--- src/rtl/pipe_ctrl_pkg.sv ---
`default_nettype none
// ============================================================================
//  Module   : pipe_ctrl_pkg
//  Purpose  : Shared definitions for the pipeline sequencer and the pipe
//             registers that decode its hold flag (pc_reg, if_id, id_ex).
//  Contents : hold-flag codes, NOP instruction word, sequencer state type.
//  Revision : 1.0  initial release
// ============================================================================
package pipe_ctrl_pkg;

  // Hold flag codes, ordered by how deep into the pipe the freeze reaches.
  localparam logic [1:0] HOLD_NONE = 2'b00;  // nothing held
  localparam logic [1:0] HOLD_PC   = 2'b01;  // pc_reg only
  localparam logic [1:0] HOLD_IF   = 2'b10;  // pc_reg + if_id (load-use slot)
  localparam logic [1:0] HOLD_ID   = 2'b11;  // pc_reg + if_id + id_ex

  // Instruction word injected into if_id/id_ex on a flush.
  localparam logic [31:0] NOP_INST = 32'h0000_0001;

  // Sequencer states.
  typedef enum logic [1:0] {
    RUN   = 2'd0,
    FLUSH = 2'd1,
    GRANT = 2'd2
  } ctrl_state_e;

endpackage : pipe_ctrl_pkg
`default_nettype wire

--- src/rtl/pipe_ctrl.sv ---
`default_nettype none
// ============================================================================
//  Module   : pipe_ctrl
//  Purpose  : Central pipeline sequencer. Arbitrates between ex multi-cycle
//             holds, clint trap-entry holds and rib bus-master requests;
//             drives the hold flag, redirects the pc on taken jumps followed
//             by a multi-cycle flush, and counts stalled cycles.
//  Ports    : clk, rst            - clock, synchronous active-high reset
//             jump_flag_i/addr_i  - taken jump and target from ex
//             hold_ex_i           - ex multi-cycle op busy
//             int_hold_i          - clint trap entry in progress
//             bus_req_i/bus_gnt_o - rib bus-master handshake
//             hold_flag_o         - pipe hold depth (see pipe_ctrl_pkg)
//             jump_flag_o/addr_o  - pc redirect to pc_reg
//             flush_o             - load NOP into if_id/id_ex
//             stall_cnt_o         - cycles with a non-zero hold flag
//  Revision : 1.0  initial release
// ============================================================================
module pipe_ctrl
  import pipe_ctrl_pkg::*;
#(
  parameter int FLUSH_CYCLES = 2,
  parameter int ADDR_W       = 32,
  parameter int CNT_W        = 32
) (
  input  logic              clk,
  input  logic              rst,
  input  logic              jump_flag_i,
  input  logic [ADDR_W-1:0] jump_addr_i,
  input  logic              hold_ex_i,
  input  logic              int_hold_i,
  input  logic              bus_req_i,
  output logic              bus_gnt_o,
  output logic [1:0]        hold_flag_o,
  output logic              jump_flag_o,
  output logic [ADDR_W-1:0] jump_addr_o,
  output logic              flush_o,
  output logic [CNT_W-1:0]  stall_cnt_o
);

  // The jump cycle itself is the first flush cycle, so FLUSH only has to
  // cover FLUSH_CYCLES-1 further cycles; the counter runs down to zero.
  localparam int FC_W = (FLUSH_CYCLES > 2) ? $clog2(FLUSH_CYCLES) : 1;
  localparam int FLUSH_LOAD_INT = (FLUSH_CYCLES >= 2) ? (FLUSH_CYCLES - 2) : 0;
  localparam logic [FC_W-1:0] FLUSH_LOAD = FC_W'(FLUSH_LOAD_INT);

  ctrl_state_e       state_q,     state_d;
  logic [FC_W-1:0]   flush_cnt_q, flush_cnt_d;
  logic              bus_gnt_q,   bus_gnt_d;
  logic [CNT_W-1:0]  stall_cnt_q, stall_cnt_d;

  logic              w_take_jump;

  // --------------------------------------------------------------------------
  // State register
  // --------------------------------------------------------------------------
  always_ff @(posedge clk) begin
    if (rst) begin
      state_q     <= RUN;
      flush_cnt_q <= '0;
      bus_gnt_q   <= 1'b0;
      stall_cnt_q <= '0;
    end else begin
      state_q     <= state_d;
      flush_cnt_q <= flush_cnt_d;
      bus_gnt_q   <= bus_gnt_d;
      stall_cnt_q <= stall_cnt_d;
    end
  end

  // --------------------------------------------------------------------------
  // Next-state and output decode
  // --------------------------------------------------------------------------
  always_comb begin
    state_d     = state_q;
    flush_cnt_d = flush_cnt_q;
    bus_gnt_d   = bus_gnt_q;
    w_take_jump = 1'b0;
    hold_flag_o = HOLD_NONE;
    jump_flag_o = 1'b0;
    jump_addr_o = '0;
    flush_o     = 1'b0;

    unique case (state_q)
      RUN: begin
        if (jump_flag_i) begin
          w_take_jump = 1'b1;
        end else if (int_hold_i || hold_ex_i) begin
          hold_flag_o = HOLD_ID;
        end else if (bus_req_i) begin
          // Only the pc is frozen while the grant is being set up; the
          // instructions already in flight drain this cycle.
          hold_flag_o = HOLD_PC;
          state_d     = GRANT;
          bus_gnt_d   = 1'b1;
        end
      end

      FLUSH: begin
        flush_o = 1'b1;
        if (jump_flag_i) begin
          w_take_jump = 1'b1;
        end else begin
          // Bus requests wait for RUN so the grant never overlaps a flush.
          if (int_hold_i || hold_ex_i) begin
            hold_flag_o = HOLD_ID;
          end
          if (flush_cnt_q == '0) begin
            state_d = RUN;
          end else begin
            flush_cnt_d = flush_cnt_q - 1'b1;
          end
        end
      end

      GRANT: begin
        // A jump seen here is dropped: ex is frozen, so it re-presents the
        // same jump once the pipe is released.
        hold_flag_o = HOLD_ID;
        if (!bus_req_i) begin
          state_d   = RUN;
          bus_gnt_d = 1'b0;
        end
      end

      default: begin
        state_d = RUN;
      end
    endcase

    // Jump overrides any concurrent hold (jump with hold_ex is illegal from
    // ex; resolving it as a jump keeps the pc moving).
    if (w_take_jump) begin
      hold_flag_o = HOLD_NONE;
      jump_flag_o = 1'b1;
      jump_addr_o = jump_addr_i;
      flush_o     = 1'b1;
      if (FLUSH_CYCLES > 1) begin
        state_d     = FLUSH;
        flush_cnt_d = FLUSH_LOAD;
      end else begin
        state_d = RUN;
      end
    end

    // Reset silences every decoded output in the same cycle.
    if (rst) begin
      hold_flag_o = HOLD_NONE;
      jump_flag_o = 1'b0;
      jump_addr_o = '0;
      flush_o     = 1'b0;
    end

    stall_cnt_d = stall_cnt_q + CNT_W'(hold_flag_o != HOLD_NONE);
  end

  assign bus_gnt_o   = bus_gnt_q;
  assign stall_cnt_o = stall_cnt_q;

endmodule : pipe_ctrl
`default_nettype wire
--- config.mk ---
export PLATFORM = sky130hd
export DESIGN_NAME = pipe_ctrl
export DESIGN_NICKNAME = d
export VERILOG_FILES = /design/src/rtl/pipe_ctrl_pkg.sv /design/src/rtl/pipe_ctrl.sv
export SDC_FILE = /design/constraint.sdc
export NUM_CORES = 1
export LEC_CHECK = 0
export BUFFER_PORTS_ARGS = -buffer_cell sky130_fd_sc_hd__buf_2
export CAP_MARGIN = 25
export CELL_PAD_IN_SITES_DETAIL_PLACEMENT = 0
export CELL_PAD_IN_SITES_GLOBAL_PLACEMENT = 1
export CORE_UTILIZATION = 27
export CTS_CLUSTER_SIZE = 24
export DETAILED_ROUTE_END_ITERATION = 8
export PLACE_DENSITY = 0.79
export SYNTH_ARGS = -nofsm -noshare
export SYNTH_HDL_FRONTEND = slang
export SYNTH_SLANG_ARGS = --single-unit
--- constraint.sdc ---
create_clock -name clk -period 2.69 [get_ports clk]
set_input_delay 0.4035 -clock clk [delete_from_list [all_inputs] [get_ports clk]]
set_output_delay 0.4035 -clock clk [all_outputs]
set_load 0.05 [all_outputs]
Yosys cells after proc, flatten, opt, wreduce, memory -nomap -nowiden. Index checks and enable logic that the tools add are counted.

Memories: 0. Bits in writable memories: 0. Word-level logic and storage cells: 63. ROM bits: 0. Input bits: 38. Latch bits: 0. Register bits after elaboration: 36.

Bitwise operators: 1. Magnitude comparators: 0. $add $sub $neg: 2. Equality and inequality tests: 14. Reduce and logical (&&, ||, !) cells: 10. Divide/modulo/power cells: 0. Shifts and indexed selects: 0. Multiplexer cells: 31. Multiply operators: 0.

Operator list (count): 2-to-1 mux 32 bit (2); adder 32 x 1 -> 32 bit (1); 2-to-1 mux 2 bit (12); inequality test 3 bit, second input constant (6); 2-to-1 mux 1 bit (14); inequality test 2 bit, second input constant (6); case mux 2 bit (3 select lines) (2); AND reduction 6 bit (2); AND reduction 5 bit (1); nonzero test 2 bit (2); OR reduction 2 bit (2); equality test 2 x 1 -> 1 bit, second input constant (1); equality test 2 bit, second input constant (1); logical NOT 2 bit (1); case mux 1 bit (2 select lines) (1); AND reduction 2 bit (1); logical OR 1 bit (1); inverter 1 bit (1); subtractor 1 bit, second input constant (1).

Longest topological paths before layout.
Depth in word-level cells: 8. Mapped depth: 11.

Least setup slack after synthesis. OpenSTA, ideal clock, no wires.

Path kind: register -> register. From: register state_q[1]. To: register stall_cnt_q[22] (netlist: stall_cnt_o[22]). Arrival: 2.464 ns. Setup time: 0.121 ns. Required time: 2.569 ns. Stages on the path, launching flop included: 11. Path slack: 0.105 ns. Clock period less this slack: 2.585 ns. Cells stage by stage: dfxtp_1 clkbuf_1 o21ai_0 a21oi_1 ha_1 ha_1 nand3_1 or3_1 buf_6 nor4_1 mux2_2.

Word-level cells in the longest chain between the ends: 7.

Ends and longest elaborated chain: start, declared (RTL line pipe_ctrl.sv:47) `ctrl_state_e state_q, state_d;`; start signal, assigned (RTL line pipe_ctrl.sv:64) `state_q <= state_d;`; equality test 2 x 1 -> 1 bit / logical NOT 2 bit (equally long branches) (RTL line pipe_ctrl.sv:84) `unique case (state_q)`; OR reduction 2 bit (no line); 2-to-1 mux 1 bit; 2-to-1 mux 2 bit * (RTL line pipe_ctrl.sv:133) `if (w_take_jump) begin`; 2-to-1 mux 2 bit * (RTL line pipe_ctrl.sv:147) `if (rst) begin`; nonzero test 2 bit * (RTL line pipe_ctrl.sv:154) `stall_cnt_d = stall_cnt_q + CNT_W'(hold_flag_o != HOLD_NONE);`; adder 32 x 1 -> 32 bit * (RTL line pipe_ctrl.sv:154); end signal, assigned (RTL line pipe_ctrl.sv:67) `stall_cnt_q <= stall_cnt_d;`; end, declared (RTL line pipe_ctrl.sv:50) `logic [CNT_W-1:0] stall_cnt_q, stall_cnt_d;`.

Mark *: on every way between the ends. The rest lies on a longest branch, timed or not. A chain may end at the register's enable or synchronous reset.

Final worst setup path. Ends and elaborated chain as after synthesis.

==> metrics list <==
- Core occupancy in the finished layout: 38.31%
* GRT overflow: 0
* Number of cells after detailed placement: 409
- Antenna violations before repair: 0
* Commonest cells in the synthesized netlist: dfxtp_1, and2_1, nor2_1, a21oi_1, o31ai_1
- FF-to-FF setup slack: 0.28 ns
- Portion of total power attributed to sequential cells: 48.4%
* Number of synthesized register bits: 35
* Synth area leaders: dfxtp_1, and2_1, xnor2_1
* Crit Path Max Fanout: 14
* Clock insertion delay at the later pin of the skew report: 0.28 ns
- Total of endpoints with negative setup slack in the final report: 0
- Number of buffers created by CTS: 5
- The analysis attributes to net switching a power of 0.3264 mW.
- The analysis attributes to cell leakage a power of 1.185 nW.
* Number of pins with negative max-slew slack in the final report: 0
- Actual transition at the worst max-transition pin: 0.4243 ns
* Yosys warnings: 0
- Clock root cell: clkbuf_8
- The worst hold path passes through 2 cells.
- Counting along the longest clock path gives a buffer depth of 2.
- In this run the critical register-to-register path is launched from state_q[1].
- Max-cap violations in this run came to 0.
* Vertical die dimension: 85.35 um
- The detailed router placed 1942 vias in this run.
- STA classifies the critical path startpoint as a register.
* Diode count: 0
- Clock tree synthesis found a total of 35 sinks.
* Clock tree from TritonCTS: done
* Area leader, netlist: dfxtp_1
* Fraction of the yosys area taken by sequential cells: 37.36%
* Outcome: finished, final reports clean
* Switching fraction of total power: 30.01%
- Critical path start-end classification: reg2reg
- In the synthesized netlist the dominant register cell turns out to be dfxtp_1.
* Tightest hold margin: 0.4274 ns
* Vias in the first global route: 1627
* First-pass GRT wire length: 7.493 mm
- Arrival time worst endpoint: 2.57 ns
- Hold Path Sink: state_q[1]
- Avg WL per Cell: 11.46 um
* Remaining antenna violation count after routing: 0
* Setup repair after global routing missed its margin: no
- Dominant cell by count in the synthesized netlist: dfxtp_1
- Entering global routing, the biggest net connects 43 pins.
- Final cycle utilization of the critical path: 89.62%
- The finished cells cover 2589 um^2.
- The synthesized design devotes to its leading area cell type 37.36% of total area.
- In this run the cell area measured after placement is 2502 um^2.
* Port Buffers: 106
- Number of endpoints with negative hold slack in the final report: 0
* Standard-cell rows: 30
- After floorplanning, the core was sized to cover 6756 um^2.
* Gate power share: 17.8%
- Floorplan die area: 7284 um^2
- Pwr Density: 420.2 nW/um^2
- Counting cells, the worst reg-to-reg path comes to 9.
- Counting I/O delays and the setup requirement, the final critical path takes 2.411 ns.
- Layout overhead on the synthesized area: 38.03%
- Cell count after synthesis: 226
- DIE WIDTH: 85.35 um
- Using the TritonRoute via totals, the vias-per-cell ratio works out to 4.657.
- 107 I/O pins were placed.
- Clock Pin Slew Worst Setup and Hold Paths: 0.07 ns
* Detailed-route wire length: 4.778 mm
- Headroom to the max-slew limit came out at 71.71%.
* Remaining design rule violation count: 0
- Global placement routability congestion: 0.7032
- The number of different library cells used by synthesis comes to 33.
- Launch point of the worst hold path: bus_req_i
- Highest clock frequency the design can meet: 0.4148 GHz
* Total power draw: 1.088 mW
* Fraction of final layout cells with drive strength greater than 1: 39.17%
- Total GRT Usage: 12.60%
- The clock network burns 33.8% of the power.
- Violation count after the first detailed-route iteration: 99
* H-tree depth reported by CTS: 2
- After legalization and detailed placement, the total HPWL measured 3.549 mm.
- Initial core utilization: 27.76%
* Required time reported for the critical path endpoint: 2.85 ns
* Number of nets in the final layout: 376
- Internal power comes to 0.7613 mW.
* R2r endpoint: stall_cnt_o[22]
- Worst clock skew: 0.007132 ns
- Counting flops with an async set or reset pin after synthesis yields a share of 0%.
- Number of buffers inserted by hold repair at cts: 0
- Category of the worst setup path capture point: register
* Cell Count, Final, Fillers Out: 417
- Post-synthesis average cell area: 8.299 um^2
- The first detailed-routing pass took 4 iterations.
- When the netlist entered floorplanning its net count stood at 266.
- After synthesis the cells add up to 1876 um^2.
* Count of flip-flops with a built-in enable after synthesis: 0
- Hold Path Class: in2reg
- Worst vdd rail ir drop: 0.1858 mV
## area by class of cell
class                      instances  area [um^2]
tap                               80        100.1
fill                             712         4168
clock inverter                     1        5.005
timing repair buffer             115        598.1
multi-input combinational        172         1082
clock buffer                       7        76.32
sequential                        35        700.7
inverter                           7        26.28
## sequential cells by signal, indices dropped and copies added (netlist names)
register,count
stall_cnt_o,32
bus_gnt_o,1
state_q,2
## critical path, cell delays in order, from the launching register on
cell	delay, ns
dfxtp_1	0.34
nor2_1	0.10
o21ai_0	0.13
a21oi_1	0.16
ha_1	0.20
ha_1	0.18
nand3_1	0.10
or3_4	0.46
nor4_1	0.24
mux2_2	0.38
## power by group through the flow
stage / sequential, mW / clock (mW) / combinational [mW]
detailed placement: 0.538 / 0 / 0.195
CTS: 0.526 / 0.382 / 0.196
finish: 0.526 / 0.367 / 0.194
floorplan: 0.550 / 0 / 0.127
global route: 0.527 / 0.406 / 0.207
global placement: 0.539 / 0 / 0.195
## per-stage QoR
stage	setup WS (ns)	TNS [ns]
CTS	0.1372	0
finish	0.2791	0
global placement	0.07298	0
global route	0.05366	0
floorplan	0.1051	0
detailed placement	-0.02923	-0.02923
## routing by layer
layer / vias to the layer above / share of wire [%] / routed length, um / GRT usage, %
li1: 1015 / - / - / -
met1: 869 / 46 / 2184 / 16.61
met3: 0 / 5.5 / 261 / 3.696
met4: 0 / 0 / 0 / 1.818
met5: - / 0 / 0 / 0
met2: 58 / 49 / 2332 / 20.89
## cells in the final DEF (no fill, tap or decap), types with 2 or more instances in the layout
cell type,n
buf_2,106
nor2b_1,6
ha_1,2
xor2_1,3
buf_4,9
nor4_1,6
and3_1,3
inv_1,7
nand4_2,2
nand2_1,9
clkbuf_8,5
o21ai_0,6
xnor2_1,10
dfxtp_1,35
nand3_1,10
nand4_1,3
or4_1,10
o31ai_1,11
or3_1,3
clkbuf_1,2
nor3_1,5
a21oi_1,17
and2_1,32
mux2_2,3
nor2_1,20
## how the worst max path moves through the flow
| stage | from | endpoint | slack (ns) | cells after the start |
|---|---|---|---|---|
| after floorplan | state_q[1] | stall_cnt_o[22] | 0.11 | 10 |
| after global placement | jump_flag_i | stall_cnt_o[16] | 0.07 | 10 |
| after detailed placement | jump_flag_i | stall_cnt_o[22] | -0.03 | 10 |
| after CTS | state_q[1] | stall_cnt_o[22] | 0.14 | 9 |
| after global routing | state_q[1] | stall_cnt_o[22] | 0.05 | 9 |
| final | state_q[1] | stall_cnt_o[22] | 0.28 | 9 |
## timing repair
item / in CTS / in global routing
hold endpoints to repair: 0 / 0
setup endpoints to repair: 0 / 2
setup buffers: 0 / 0
resized for setup: 0 / 1
## kinds of logic (layout without fill, tap and decap cells)
logic type / after synthesis / in the layout / share of synthesized area [%]
fa+ha+maj: 2 / 2 / 1.334
buf+inv: 19 / 130 / 5.470
mux: 3 / 3 / 1.801
xor+xnor: 13 / 13 / 6.071
compound gates: 36 / 36 / 11.27
flops: 35 / 35 / 37.36
simple gates: 118 / 118 / 36.69
Note: power is estimated with default switching activity, not from simulation.
